**config.mk**
```make
export PLATFORM = sky130hd
export DESIGN_NAME = uart_frame_tx_flat
export DESIGN_NICKNAME = d
export VERILOG_FILES = /design/src/rtl/uart_frame_pkg.sv /design/src/rtl/uart_frame_tx_if.sv /design/src/rtl/uart_frame_tx_byte_pacer.sv /design/src/rtl/uart_frame_tx.sv /design/src/flat_wrapper.sv
export SDC_FILE = /design/constraint.sdc
export NUM_CORES = 1
export LEC_CHECK = 0
export BUFFER_PORTS_ARGS = -buffer_cell sky130_fd_sc_hd__buf_2
export CAP_MARGIN = 20
export CORE_ASPECT_RATIO = 0.7
export CORE_UTILIZATION = 45
export DETAILED_ROUTE_END_ITERATION = 6
export PLACE_DENSITY = 0.63
export RECOVER_POWER = 50
export SYNTH_ARGS = -nofsm -noshare
export SYNTH_HDL_FRONTEND = slang
export SYNTH_SLANG_ARGS = --single-unit
```
**constraint.sdc**
```tcl
create_clock -name sys_clk -period 8 [get_ports sys_clk]
set_input_delay 1.6 -clock sys_clk [delete_from_list [all_inputs] [get_ports sys_clk]]
set_output_delay 1.6 -clock sys_clk [all_outputs]
set_load 0.01 [all_outputs]
```
**src/rtl/uart_frame_pkg.sv**
```systemverilog
// Shared definitions for the pulse-generator control link framing:
// frame headers, frame length, transmitter state encoding and checksum helper.
package uart_frame_pkg;

    localparam logic [7:0]  ACK_HEADER = 8'h70;
    localparam logic [7:0]  CMD_HEADER = 8'h07;
    localparam int unsigned FRAME_LEN  = 8;
    localparam int unsigned PACER_W    = 17;

    typedef enum logic [2:0] {
        ST_IDLE,
        ST_LOAD,
        ST_SEND,
        ST_WAIT,
        ST_DONE
    } tx_state_t;

    typedef logic [FRAME_LEN-1:0][7:0] frame_t;

    // Modulo-256 sum of every byte except the last (checksum slot).
    function automatic logic [7:0] frame_checksum(input frame_t f);
        logic [7:0] sum;
        sum = '0;
        for (int unsigned i = 0; i < FRAME_LEN - 1; i++) begin
            sum = sum + f[3'(i)];
        end
        return sum;
    endfunction

endpackage

```
**src/rtl/uart_frame_tx_if.sv**
```systemverilog
// Request/configuration inputs and uart_tx-facing byte stream of the
// acknowledge-frame transmitter.
interface uart_frame_tx_if;

    logic       send_req;
    logic [7:0] cmd_echo;
    logic [6:0] pulse_width1;
    logic [6:0] pulse_width2;
    logic [6:0] pulse_gap;
    logic [6:0] status_in;
    logic [7:0] pi_data;
    logic       pi_flag;
    logic       busy;
    logic       frame_done;

    modport master (
        output send_req, cmd_echo, pulse_width1, pulse_width2, pulse_gap, status_in,
        input  pi_data, pi_flag, busy, frame_done
    );

    modport slave (
        input  send_req, cmd_echo, pulse_width1, pulse_width2, pulse_gap, status_in,
        output pi_data, pi_flag, busy, frame_done
    );

endinterface

```
**src/rtl/uart_frame_tx_byte_pacer.sv**
```systemverilog
// Byte spacing timer: a start strobe arms a down-counter for `period` cycles;
// `expire` is high in the last of those cycles.
module byte_pacer
    import uart_frame_pkg::*;
#(
    parameter int unsigned CNT_W = PACER_W
) (
    input  logic             clk,
    input  logic             rst,
    input  logic             start,
    input  logic [CNT_W-1:0] period,
    output logic             expire
);

    logic [CNT_W-1:0] cnt;
    logic             running;

    // Load on start, count down while running, stop once zero is reached.
    always_ff @(posedge clk) begin
        if (rst) begin
            cnt     <= '0;
            running <= 1'b0;
        end else if (start) begin
            cnt     <= period - CNT_W'(1);
            running <= 1'b1;
        end else if (running) begin
            if (cnt == '0) begin
                running <= 1'b0;
            end else begin
                cnt <= cnt - CNT_W'(1);
            end
        end
    end

    assign expire = running && (cnt == '0);

endmodule

```
**src/rtl/uart_frame_tx.sv**
```systemverilog
// Acknowledge-frame transmitter: snapshots configuration/status into an
// 8-byte frame and feeds it byte by byte to uart_tx, pacing bytes itself.
module uart_frame_tx
    import uart_frame_pkg::*;
#(
    parameter int unsigned UART_BPS   = 9600,
    parameter int unsigned CLK_FREQ   = 50_000_000,
    parameter int unsigned STOP_GUARD = 1
) (
    input  logic             sys_clk,
    input  logic             sys_rst,
    uart_frame_tx_if.slave   bus
);

    localparam int unsigned        BYTE_CYCLES_INT = (CLK_FREQ / UART_BPS) * (10 + STOP_GUARD);
    localparam logic [PACER_W-1:0] BYTE_CYCLES     = PACER_W'(BYTE_CYCLES_INT);
    localparam logic [2:0]         LAST_IDX        = 3'(FRAME_LEN - 1);

    tx_state_t  state;
    tx_state_t  next_state;
    frame_t     frame;
    frame_t     body;
    logic [7:0] cksum;
    logic [2:0] idx;
    logic [7:0] seq;
    logic       pend;
    logic       overrun;
    logic       pacer_start;
    logic       pacer_expire;
    logic [7:0] data_hold;
    logic [7:0] pi_data_c;

    byte_pacer #(.CNT_W(PACER_W)) u_pacer (
        .clk    (sys_clk),
        .rst    (sys_rst),
        .start  (pacer_start),
        .period (BYTE_CYCLES),
        .expire (pacer_expire)
    );

    // Frame contents as they would be captured this cycle.
    always_comb begin
        body    = '0;
        body[0] = ACK_HEADER;
        body[1] = bus.cmd_echo;
        body[2] = {1'b0, bus.pulse_width1};
        body[3] = {1'b0, bus.pulse_width2};
        body[4] = {1'b0, bus.pulse_gap};
        body[5] = {overrun, bus.status_in};
        body[6] = seq;
    end

    assign cksum = frame_checksum(body);

    // State register.
    always_ff @(posedge sys_clk) begin
        if (sys_rst) begin
            state <= ST_IDLE;
        end else begin
            state <= next_state;
        end
    end

    // Next-state logic and pacer launch.
    always_comb begin
        next_state  = state;
        pacer_start = 1'b0;
        unique case (state)
            ST_IDLE: if (bus.send_req) next_state = ST_LOAD;
            ST_LOAD: next_state = ST_SEND;
            ST_SEND: begin
                pacer_start = 1'b1;
                next_state  = ST_WAIT;
            end
            ST_WAIT: begin
                if (pacer_expire) begin
                    next_state = (idx == LAST_IDX) ? ST_DONE : ST_SEND;
                end
            end
            ST_DONE: begin
                // A request in DONE is folded into the pending slot and
                // consumed immediately, so it chains without dropping busy.
                next_state = (pend || bus.send_req) ? ST_LOAD : ST_IDLE;
            end
            default: next_state = ST_IDLE;
        endcase
    end

    // Frame snapshot, byte index, sequence number, pending/overrun bookkeeping.
    always_ff @(posedge sys_clk) begin
        if (sys_rst) begin
            frame     <= '0;
            idx       <= '0;
            seq       <= '0;
            pend      <= 1'b0;
            overrun   <= 1'b0;
            data_hold <= '0;
        end else begin
            data_hold <= pi_data_c;

            if (state == ST_LOAD) begin
                frame    <= body;
                frame[7] <= cksum;
                idx      <= '0;
                overrun  <= 1'b0;
            end

            if (state == ST_WAIT && pacer_expire && idx != LAST_IDX) begin
                idx <= idx + 3'd1;
            end

            if (state == ST_DONE) begin
                seq  <= seq + 8'd1;
                pend <= 1'b0;
                if (bus.send_req && pend) begin
                    overrun <= 1'b1;
                end
            end else if (state != ST_IDLE && bus.send_req) begin
                if (pend) begin
                    overrun <= 1'b1;
                end else begin
                    pend <= 1'b1;
                end
            end
        end
    end

    assign pi_data_c      = (state == ST_SEND) ? frame[idx] : data_hold;
    assign bus.pi_data    = pi_data_c;
    assign bus.pi_flag    = (state == ST_SEND);
    assign bus.busy       = (state != ST_IDLE);
    assign bus.frame_done = (state == ST_DONE);

endmodule

```
**src/flat_wrapper.sv**
```systemverilog
// flat-port wrapper written by rule: the top's interface ports become plain ports
module uart_frame_tx_flat import uart_frame_pkg::*;
#(
    parameter int unsigned UART_BPS   = 9600,
    parameter int unsigned CLK_FREQ   = 50_000_000,
    parameter int unsigned STOP_GUARD = 1
)
  (sys_clk, sys_rst, bus_send_req, bus_cmd_echo, bus_pulse_width1, bus_pulse_width2, bus_pulse_gap, bus_status_in, bus_pi_data, bus_pi_flag, bus_busy, bus_frame_done);
  uart_frame_tx_if bus_i ();
  input  logic sys_clk;
  input  logic sys_rst;
  input wire logic [$bits(bus_i.send_req)-1:0] bus_send_req;
  input wire logic [$bits(bus_i.cmd_echo)-1:0] bus_cmd_echo;
  input wire logic [$bits(bus_i.pulse_width1)-1:0] bus_pulse_width1;
  input wire logic [$bits(bus_i.pulse_width2)-1:0] bus_pulse_width2;
  input wire logic [$bits(bus_i.pulse_gap)-1:0] bus_pulse_gap;
  input wire logic [$bits(bus_i.status_in)-1:0] bus_status_in;
  output wire logic [$bits(bus_i.pi_data)-1:0] bus_pi_data;
  output wire logic [$bits(bus_i.pi_flag)-1:0] bus_pi_flag;
  output wire logic [$bits(bus_i.busy)-1:0] bus_busy;
  output wire logic [$bits(bus_i.frame_done)-1:0] bus_frame_done;
  assign bus_i.send_req = bus_send_req;
  assign bus_i.cmd_echo = bus_cmd_echo;
  assign bus_i.pulse_width1 = bus_pulse_width1;
  assign bus_i.pulse_width2 = bus_pulse_width2;
  assign bus_i.pulse_gap = bus_pulse_gap;
  assign bus_i.status_in = bus_status_in;
  assign bus_pi_data = bus_i.pi_data;
  assign bus_pi_flag = bus_i.pi_flag;
  assign bus_busy = bus_i.busy;
  assign bus_frame_done = bus_i.frame_done;
  uart_frame_tx #(.UART_BPS(UART_BPS), .CLK_FREQ(CLK_FREQ), .STOP_GUARD(STOP_GUARD)) u_core (.sys_clk(sys_clk), .sys_rst(sys_rst), .bus(bus_i));
endmodule
```
==> metrics, run 1 <==
Sw Share=approximately 33%; Max clock buf depth=2; number of core rows=32; slew margin rel.=-174.9%; Setup Skew=0.007380 ns; cts hold-fix bufs=0; Seq pwr share=40.9%; root buf cell=clkbuf_16; Netlist cell types=63; # resized after CTS=0; 1st-iter DRT viols=266; Initial Util=46.64%; Power, Total=1.339 mW; half-perimeter wire length after placement=8.215 mm; port bufs=49; final net count=692; max cap viols=1; reg2reg setup slack=roughly 4.1 ns; initial antenna violation count=0; Net Count, Synth=around 660; Max VDD drop=0.0001140 V; first drt pass iteration count=4; post-placement cell count=754; cell chain of the critical path=buf_2 -> inv_1 -> fa_1 -> inv_1 -> fa_1 -> inv_1 -> fa_1 -> inv_1 -> ha_1 -> ha_1 -> fa_1 -> a21o_1 -> a21oi_1 -> xnor3_1 -> nand2_1 -> a21oi_1; Post-synth EDFFs=0; Final ANT Viol Nets=0; CP max stage cell=fa_1; CTS Buf Count=9; CTS Sinks=96; Die Footprint=0.01193 mm²; Ports=50; Area Growth Syn to Fin=11.95%; Hold Path Class=reg -> reg; syn_area_per_cell=about 8.9 µm²; Final Critical Period=5.020 ns; detailed-route wire length per cell=15.32 µm; Critical R2R Launch=u_core.seq[3]; hold depth=2; max-slew violation count=93; combinational power share=29.1%; Hold Violations, Final=0; CP delay by family, top=adder cells; final std cells w/o fill=770; P_sw=about 0.44 mW; Die W=~130 µm; Max FO, Critical Path=2; RSZ-0062 raised after global routing=no; FILL cells=1,034; Clk network pwr share=between 30% and 40%; htree depth=3; LEAKAGE=between 2 and 2.5 nW; PwrDens=231.3 mW/mm²; Mapped Area=0.005172 mm²; sequential share of the synthesized area=a little under two fifths; Die H=91.70 µm; Reg2Reg Depth=11; Final period util=62.75%; hold endpoint=u_core.frame[32]; Crit path required time=approximately 8.0 ns; ys async rst share=0%; later-pin clock latency in the skew report=between 0.3 and 0.4 ns; WS Path Type=in -> reg; fmax=0.1992 GHz; DRC Markers=0; min-delay src=u_core.frame[32]; Synth Area in XOR/XNOR=4.669%; Worst Tran Pin Value=about 4 ns; # Post-CTS Setup Buffers=0; via count=~4,000; largest net degree at the start of global routing=93; CTS tree=done; Post-Synth Simple-Gate Area=19.98%; Int Power=~0.90 mW; critical path data arrival time=5.06 ns; # setup viols final=0; largest family of logic cells by synthesized area=simple AND/OR/NAND/NOR gates; startpoint types=primary input; critical register-to-register path endpoint=u_core.frame[63]; core outline area=0.01109 mm²; gpl congestion=~0.78; GR Overflow Total=0; Adder-Cell Fraction of Synth Area=13.84%; outcome=finished, violations left; diode count=0; layout cells sized above 1=roughly 17%; register bit total from synthesis=96; mux share of post-synthesis cell area=6.023%; post-DR vias/cell=around 5.3; crit path buf inv count=5; first-pass GRT wire length=19.83 mm; TNS Setup=0 ns; Setup crit end kind=flip-flop; vias in the first global route=4,002; drt total wl=11.79 mm; GRT Resource Usage Total=21.68%; slowest cell delay on critical path=0.55 ns; Clk pin slew, worst setup/hold paths=0.06 ns; Compound-Gate Fraction of Synth Area=12.39%; violated checks=capacitance limit, slew limit; Synth Instances=578; Main synth FF type=dfxtp_1; Yosys warnings=0
==> power by group through the flow <==
stage | clock [mW] | combinational (mW) | sequential [mW]
5_1_grt | 0.433 | 0.440 | 0.553
2_1_floorplan | 0 | 0.298 | 0.549
6_report | 0.403 | 0.389 | 0.547
3_5_place_dp | 0 | 0.389 | 0.557
4_1_cts | 0.415 | 0.393 | 0.547
3_3_place_gp | 0 | 0.374 | 0.556
==> routing by layer <==
layer,vias to the layer above,global-route usage [%],share of wire [%]
met5,-,0,0
met1,1976,30.09,48
met3,7,4.434,4.2
met4,0,5.136,0.71
met2,71,34.44,47
li1,1992,-,-
==> logic make-up after synthesis <==
| logic type | after synthesis |
|---|---|
| AO/OA/AOI/OAI | 106 |
| multiplexers | 18 |
| adder cells (fa/ha/maj) | 41 |
| buffers and inverters | 80 |
| XOR/XNOR | 26 |
| flip-flops | 96 |
| AND/OR/NAND/NOR | 211 |
==> metrics by stage <==
stage	utilization (%)	hold slack, ns	area [µm²]	worst slack, ns
global route	52.21	0.4751	5791	2.750
detailed placement	49.77	0.4452	5520	2.749
floorplan	-	0.4287	5172	3.084
CTS	52.25	0.4544	5794	3.117
global placement	49.77	0.4416	5520	2.846
finish	52.21	0.4523	5791	2.980
==> cell usage in the layout, fill, tap and decap left out, drive strengths merged, types with 5 or more instances in the layout <==
cell / instances
nand3: 10
ha: 14
nor2b: 14
xor2: 7
dfxtp: 96
xnor2: 18
nand2b: 5
o21ai: 9
buf: 52
a21oi: 70
o31ai: 5
clkbuf: 11
mux4: 10
mux2: 5
nor2: 30
nor4: 5
inv: 50
nand2: 120
fa: 27
nor3: 6
==> worst max-delay path by stage <==
stage	endpoint	slack [ns]	start	depth (start not counted)
2_1_floorplan	u_core.frame[63]	3.08	bus_pulse_width2[4]	12
3_3_place_gp	u_core.frame[63]	2.85	bus_status_in[2]	16
3_5_place_dp	u_core.frame[63]	2.75	bus_status_in[2]	16
4_1_cts	u_core.frame[63]	3.12	bus_status_in[2]	16
5_1_grt	u_core.state[1]	2.75	sys_rst	5
6_report	u_core.frame[63]	2.98	bus_status_in[2]	16
==> area by class of cell <==
| cell class | instances | area (µm²) | area share [%] |
|---|---|---|---|
| flip-flops and latches | 96 | 1922 | 33.19 |
| well taps | 153 | 191.4 | 3.306 |
| repair buffers | 53 | 271.5 | 4.689 |
| clock buffers | 10 | 239.0 | 4.127 |
| inverters | 50 | 187.7 | 3.241 |
| clock inverters | 6 | 35.03 | 0.6050 |
| multi-input cells | 402 | 2944 | 50.84 |
==> flip-flops by register name, summed over array words and instances (netlist names) <==
name / flops
u_core.data_hold: 8
u_core.frame: 54
u_core.idx: 3
u_core.overrun: 1
u_core.pend: 1
u_core.seq: 8
u_core.state: 3
u_core.u_pacer.cnt: 17
u_core.u_pacer.running: 1
==> cells in the mapped netlist, types with 3 or more instances <==
cell      count  area [µm²]
mux2i_1       3       30.03
nor3_1        5       25.02
xnor2_1      18       157.7
clkbuf_1     25       93.84
nor2b_1      14       87.58
buf_2         3       15.01
dfxtp_1      96        1922
or3_1         3       18.77
a211oi_1      3       22.52
o21ai_0       8       40.04
nor2_1       29       108.9
ha_1         14       175.2
xor2_1        7       61.31
mux2_2        4       45.04
nor3b_1       3       22.52
nand2_1     119       446.7
nand2b_1      4       25.02
nand3_1       9       45.04
o31ai_1       5       37.54
mux4_2       10       225.2
a21oi_1      70       350.3
inv_1        50       187.7
fa_1         27       540.5
a221oi_1      4       35.03
==> worst min-delay path, cell delays in order (launching register included) <==
cell	delay, ns
dfxtp_1	0.31
nand2_1	0.05
a21oi_1	0.05
No activity file was read; power rests on OpenSTA's default activity.
==> inputs of run 2 (changes only) <==
- PLACE_DENSITY: 0.63 -> 0.66
- clock period: 8 -> 4.3 ns (I/O delays scaled with it)
==> run 2 against run 1 <==
The flow still finishes with violations (capacitance limit, slew limit); non-clock buffer count is 8 higher; worst hold slack improved by 0.0020 ns; flip-flop and latch count is the same; design area is 1.1% higher; final cell count is 1.0% higher; count of clock-buffer cells in the layout increased by 3; die area did not move; core utilization is 0.56 points higher; critical path type unchanged; critical endpoint unchanged.
==> metrics, run 2 (synthesized netlist as in run 1, its figures left out) <==
fmax=between 0.2 and 0.25 GHz; port bufs=49 (unchanged); half-perimeter wire length after placement=8.202 mm (was 8.215 mm); FILL cells=1,037 (was 1,034); RSZ-0062 raised after global routing=no (unchanged); WS Path Type=in -> reg (unchanged); Area Growth Syn to Fin=13.16% (was 11.95%); # Post-CTS Setup Buffers=0 (unchanged); # resized after CTS=0 (unchanged); largest register by flop count=u_core.frame (unchanged); vias in the first global route=4,061 (was 4,002); Setup crit end kind=flip-flop (unchanged); detailed-route wire length per cell=14.77 µm (was 15.32 µm); via count=3,999 (was 4,046); htree depth=3 (unchanged); hold endpoint=u_core.frame[26] (was u_core.frame[32]); critical register-to-register path endpoint=u_core.frame[63] (unchanged); most common cell after layout, fill and taps aside=nand2_1 (unchanged); Die Footprint=0.01193 mm² (unchanged); max cap viols=2 (was 1); largest net degree at the start of global routing=60 (was 93); post-placement cell count=762 (was 754); GRT Resource Usage Total=21.66% (was 21.68%); Post-Route Utilization=52.78% (was 52.21%); post-DR vias/cell=5.140 (was 5.255); drt total wl=11.49 mm (was 11.79 mm); most frequent cells in the layout=119 x nand2_1, 96 x dfxtp_1, 70 x a21oi_1, 50 x inv_1, 49 x buf_2 (unchanged); Setup Skew=0.006366 ns (was 0.007380 ns); max reg flops=54 (unchanged); Final ANT Viol Nets=0 (unchanged); routed length on met2=5.130 mm (was 5.521 mm); crit path buf inv count=5 (unchanged); layout cells sized above 1=17.12% (was 16.69%); max-slew violation count=90 (was 93); DRC Markers=0 (unchanged); core outline area=0.01109 mm² (unchanged); number of core rows=32 (unchanged); Worst Tran Pin Value=2.606 ns (was 4.124 ns); Max clock buf depth=2 (unchanged); Top Layer Used=met4 (unchanged); first-pass GRT wire length=19.79 mm (was 19.83 mm); Crit path depth=16 (unchanged); Ports=50 (unchanged); reg2reg setup slack=0.63 ns (was 4.10 ns); hold depth=2 (unchanged); Hold Violations, Final=0 (unchanged); CTS Buf Count=9 (unchanged); CTS tree=done (unchanged); CP max stage cell=fa_1 (unchanged); first drt pass iteration count=4 (unchanged); final std cells w/o fill=778 (was 770); violated checks=capacitance limit, slew limit (unchanged); Crit path required time=4.50 ns (was 8.04 ns); WL met1=5.697 mm (unchanged); later-pin clock latency in the skew report=0.34 ns (about the same); GR Overflow Total=0 (unchanged); met3 wire length=629 µm (was 491 µm); Die H=91.70 µm (unchanged); critical path data arrival time=4.29 ns (was 5.06 ns); diode count=0 (unchanged); PwrDens=432.1 mW/mm² (was 231.3 mW/mm²); slew margin rel.=-73.75% (was -174.9%); Final period util=95.13%; root buf cell=clkbuf_16 (unchanged); Max FO, Critical Path=2 (unchanged); biggest regs=u_core.frame (54), u_core.u_pacer.cnt (17) (unchanged); Critical R2R Launch=u_core.seq[3] (unchanged); outcome=finished, violations left (unchanged); cts hold-fix bufs=0 (unchanged); Initial Util=46.64% (unchanged); final setup margin=0.2094 ns (was 2.980 ns); 1st-iter DRT viols=233 (was 266); Max VDD drop=0.0002396 V (was 0.0001140 V); CP delay by family, top=adder cells (unchanged); gpl congestion=0.7833 (was 0.7827); slowest cell delay on critical path=0.54 ns (was 0.55 ns); CTS Sinks=96 (unchanged); startpoint types=primary input (unchanged); initial antenna violation count=0 (unchanged); final net count=700 (was 692); Reg2Reg Depth=11 (unchanged); min-delay src=u_core.frame[26] (was u_core.frame[32]); LEAKAGE=2.387 nW (was 2.341 nW); Clk pin slew, worst setup/hold paths=0.07 ns (was 0.06 ns); Hold Path Class=reg -> reg (unchanged); post-place setup slack=-0.1465 ns (was 2.749 ns); Final Critical Period=4.091 ns; # setup viols final=0 (unchanged); Die W=130.1 µm (unchanged); cell chain of the critical path=buf_2 -> inv_1 -> fa_1 -> inv_1 -> fa_1 -> inv_1 -> fa_1 -> inv_1 -> ha_1 -> ha_1 -> fa_1 -> a21o_1 -> a21oi_1 -> xnor3_1 -> nand2_1 -> a21oi_1 (unchanged)
[run 2: changes by cell type in the layout (fill, tap and decap cells not counted), sizes merged]
| cell | previous run | this run |
|---|---|---|
| clkinv | 4 | 3 |
| clkbuf | 11 | 14 |
| buf | 52 | 60 |
| clkinvlp | 2 | 0 |
[run 2: how the worst max path moves through the flow]
| stage | startpoint | to | slack [ns] |
|---|---|---|---|
| after CTS | bus_status_in[2] | u_core.frame[63] | 0.22 |
| final | bus_status_in[2] | u_core.frame[63] | 0.21 |
| after floorplan | bus_pulse_width2[4] | u_core.frame[63] | 0.12 |
| after global routing | bus_status_in[2] | u_core.frame[63] | 0.04 |
| after global placement | bus_status_in[2] | u_core.frame[63] | -0.07 |
| after detailed placement | bus_status_in[2] | u_core.frame[63] | -0.15 |
[run 2: worst min-delay path: stages (launching register included)]
cell and delay [ns]:
dfxtp_1 0.31, nand2_1 0.05, a21oi_1 0.05
[run 2: area by class of cell]
class | count | area, µm² | area share [%]
inverters | 50 | 187.7 | 3.207
well taps | 153 | 191.4 | 3.271
repair buffers | 61 | 331.6 | 5.665
multi-input cells | 402 | 2935 | 50.15
clock inverters | 3 | 15.01 | 0.2565
clock buffers | 13 | 270.3 | 4.617
flip-flops and latches | 96 | 1922 | 32.83
[run 2: through the flow]
step | instance area, µm² | TNS [ns] | hold WS [ns] | power [mW]
after floorplan | 5172 | 0 | 0.4287 | 1.576
after global placement | 5580 | -0.06591 | 0.4393 | 1.746
after detailed placement | 5580 | -0.1465 | 0.4456 | 1.776
after CTS | 5866 | 0 | 0.4544 | 2.552
after global routing | 5853 | 0 | 0.4726 | 2.686
final | 5853 | 0 | 0.4543 | 2.529
[run 2: report_power, final]
part | switching, mW | internal [mW] | total [mW]
Sequential | 0.0580 | 0.961 | 1.02
Combinational | 0.405 | 0.334 | 0.738
Clock | 0.335 | 0.437 | 0.772
[run 2: per-layer routing]
layer  GRT usage [%]  vias up
met2           33.78       92
li1                -     2005
met1           29.71     1900
met3           4.959        2
met5               0        -
met4           6.589        0
==> inputs of run 3 (changes only) <==
- CORE_UTILIZATION: 45 -> 25
- PLACE_DENSITY: 0.66 -> 0.42
==> run 3 against run 2 <==
Via count is 0.58% lower; critical endpoint unchanged; the run still ends with capacitance limit, slew limit left; count of clock-buffer cells in the layout stayed put; largest power group unchanged; setup slack got worse by 0.013 ns; global-route usage shrank 8.3 points; register-to-register slack got worse by 0.05 ns; highest routed layer unchanged.
==> metrics, run 3 (synthesized netlist as in run 1, its figures left out) <==
outcome=finished, violations left (unchanged); violated checks=capacitance limit, slew limit (unchanged); critical path data arrival time=4.34 ns (was 4.29 ns); final setup margin=0.1967 ns (was 0.2094 ns); fmax=0.2437 GHz (was 0.2445 GHz); max cap viols=2 (unchanged); GRT Resource Usage Total=13.39% (was 21.66%); gpl congestion=0.7252 (was 0.7833); Max VDD drop=0.0001751 V (was 0.0002396 V); # resized after CTS=0 (unchanged); half-perimeter wire length after placement=9.554 mm (was 8.202 mm); cts hold-fix bufs=0 (unchanged); FF/Latch Area=0.001922 mm² (unchanged); slew margin rel.=-23.17% (was -73.75%); most common cell after layout, fill and taps aside=nand2_1 (unchanged); LEAKAGE=2.389 nW (was 2.387 nW); most frequent cells in the layout=119 x nand2_1, 96 x dfxtp_1, 70 x a21oi_1, 50 x inv_1, 48 x buf_2 (was 119 x nand2_1, 96 x dfxtp_1, 70 x a21oi_1, 50 x inv_1, 49 x buf_2); Max clock buf depth=2 (unchanged); Reg2Reg Depth=11 (unchanged); Ports=50 (unchanged); area of the multi-input gates=0.002939 mm² (was 0.002935 mm²); max-slew violation count=68 (was 90); Hold Path Class=reg -> reg (unchanged); Clk pin slew, worst setup/hold paths=0.07 ns (about the same); first-pass GRT wire length=21.97 mm (was 19.79 mm); CTS Sinks=96 (unchanged); biggest regs=u_core.frame (54), u_core.u_pacer.cnt (17) (unchanged); Power, Total=2.522 mW (was 2.529 mW); via count=3,976 (was 3,999); CTS tree=done (unchanged); drt total wl=13.04 mm (was 11.49 mm); # setup viols final=0 (unchanged); detailed-route wire length per cell=14.51 µm (was 14.77 µm); post-place setup slack=-0.1831 ns (was -0.1465 ns); htree depth=3 (unchanged); vias in the first global route=4,059 (was 4,061); # Post-CTS Setup Buffers=0 (unchanged); post-DR vias/cell=4.423 (was 5.140); reg2reg setup slack=0.58 ns (was 0.63 ns); final net count=705 (was 700); CTS Buf Count=9 (unchanged); slowest cell delay on critical path=0.53 ns (was 0.54 ns); DRC Markers=0 (unchanged); Final period util=95.43% (was 95.13%); crit path from=bus_status_in[2] (unchanged); CP max stage cell=fa_1 (unchanged); Setup crit end kind=flip-flop (unchanged); crit path to=u_core.frame[63] (unchanged); GR Overflow Total=0 (unchanged); Die Footprint=0.02128 mm² (was 0.01193 mm²); max reg flops=54 (unchanged); 1st-iter DRT viols=166 (was 233); CP delay by family, top=adder cells (unchanged); Setup Skew=0.009157 ns (was 0.006366 ns); number of core rows=43 (was 32); Worst Tran Pin Value=1.847 ns (was 2.606 ns); Area Growth Syn to Fin=16.67% (was 13.16%); hold depth=2 (unchanged); Die W=173.9 µm (was 130.1 µm); cell chain of the critical path=buf_2 -> inv_1 -> fa_1 -> inv_1 -> fa_1 -> inv_1 -> fa_1 -> inv_1 -> ha_1 -> ha_1 -> fa_1 -> a21o_1 -> a21oi_1 -> xnor3_1 -> nand2_1 -> a21oi_1 (unchanged); Crit path depth=16 (unchanged); startpoint types=primary input (unchanged); WS Path Type=in -> reg (unchanged); largest register by flop count=u_core.frame (unchanged); critical register-to-register path endpoint=u_core.frame[63] (unchanged); Final Critical Period=4.103 ns (was 4.091 ns); first drt pass iteration count=4 (unchanged); RSZ-0062 raised after global routing=no (unchanged); later-pin clock latency in the skew report=0.35 ns (was 0.34 ns); PwrDens=417.9 mW/mm² (was 432.1 mW/mm²); layout cells sized above 1=17.17% (was 17.12%); core outline area=0.02001 mm² (was 0.01109 mm²); Initial Util=25.84% (was 46.64%); Crit path required time=4.54 ns (was 4.50 ns); Critical R2R Launch=u_core.seq[3] (unchanged); Max FO, Critical Path=2 (unchanged); diode count=0 (unchanged); largest net degree at the start of global routing=57 (was 60); initial antenna violation count=0 (unchanged); Die H=122.3 µm (was 91.70 µm); crit path buf inv count=5 (unchanged); FILL cells=2,157 (was 1,037); Hold Violations, Final=0 (unchanged); port bufs=49 (unchanged); Final ANT Viol Nets=0 (unchanged); root buf cell=clkbuf_16 (unchanged)
==> run 3: area by class of cell <==
type | instances | area share, %
clock buffers | 13 | 4.313
clock inverters | 2 | 0.2488
inverters | 50 | 3.110
multi-input cells | 402 | 48.70
flip-flops and latches | 96 | 31.85
well taps | 270 | 5.598
repair buffers | 66 | 6.179
==> run 3: worst min path at each step <==
| stage | startpoint | end | slack [ns] |
|---|---|---|---|
| floorplan | u_core.frame[62] | u_core.frame[62] | 0.43 |
| global placement | u_core.frame[25] | u_core.frame[25] | 0.44 |
| detailed placement | u_core.frame[11] | u_core.frame[11] | 0.45 |
| CTS | u_core.frame[11] | u_core.frame[11] | 0.46 |
| global route | u_core.frame[24] | u_core.frame[24] | 0.48 |
| finish | u_core.frame[11] | u_core.frame[11] | 0.45 |
==> run 3: layer usage <==
metal / share of wire [%] / GRT usage (%) / vias to the layer above
li1: - / - / 2007
met1: 52 / 18.87 / 1872
met2: 42 / 20.10 / 93
met3: 5.3 / 3.965 / 4
met4: 0.63 / 2.906 / 0
met5: 0 / 0 / -
==> run 3: metrics by stage <==
| stage | hold WS (ns) | instance area, µm² | setup TNS, ns | utilization [%] | instances |
|---|---|---|---|---|---|
| global route | 0.4759 | 6035 | 0 | 30.15 | 899 |
| floorplan | 0.4287 | 5172 | 0 | - | 578 |
| global placement | 0.4412 | 5749 | -0.1025 | 28.73 | 882 |
| detailed placement | 0.4472 | 5769 | -0.1831 | 28.83 | 883 |
| CTS | 0.4570 | 6045 | 0 | 30.20 | 898 |
| finish | 0.4547 | 6035 | 0 | 30.15 | 899 |
==> run 3: power breakdown <==
group / leakage, nW / internal [mW] / switching (mW) / total (mW)
Clock: 0.128 / 0.422 / 0.347 / 0.768
Combinational: 1.48 / 0.337 / 0.397 / 0.734
Sequential: 0.782 / 0.961 / 0.0580 / 1.02
Total: 2.39 / 1.72 / 0.802 / 2.52
==> run 3: tightest hold or removal path: cells and delay by family (launching register included) <==
kind | cells | cell delay (ns)
AOI/OAI and AO/OA | 1 | 0.05
DFF | 1 | 0.31
and+or+nand+nor | 1 | 0.05
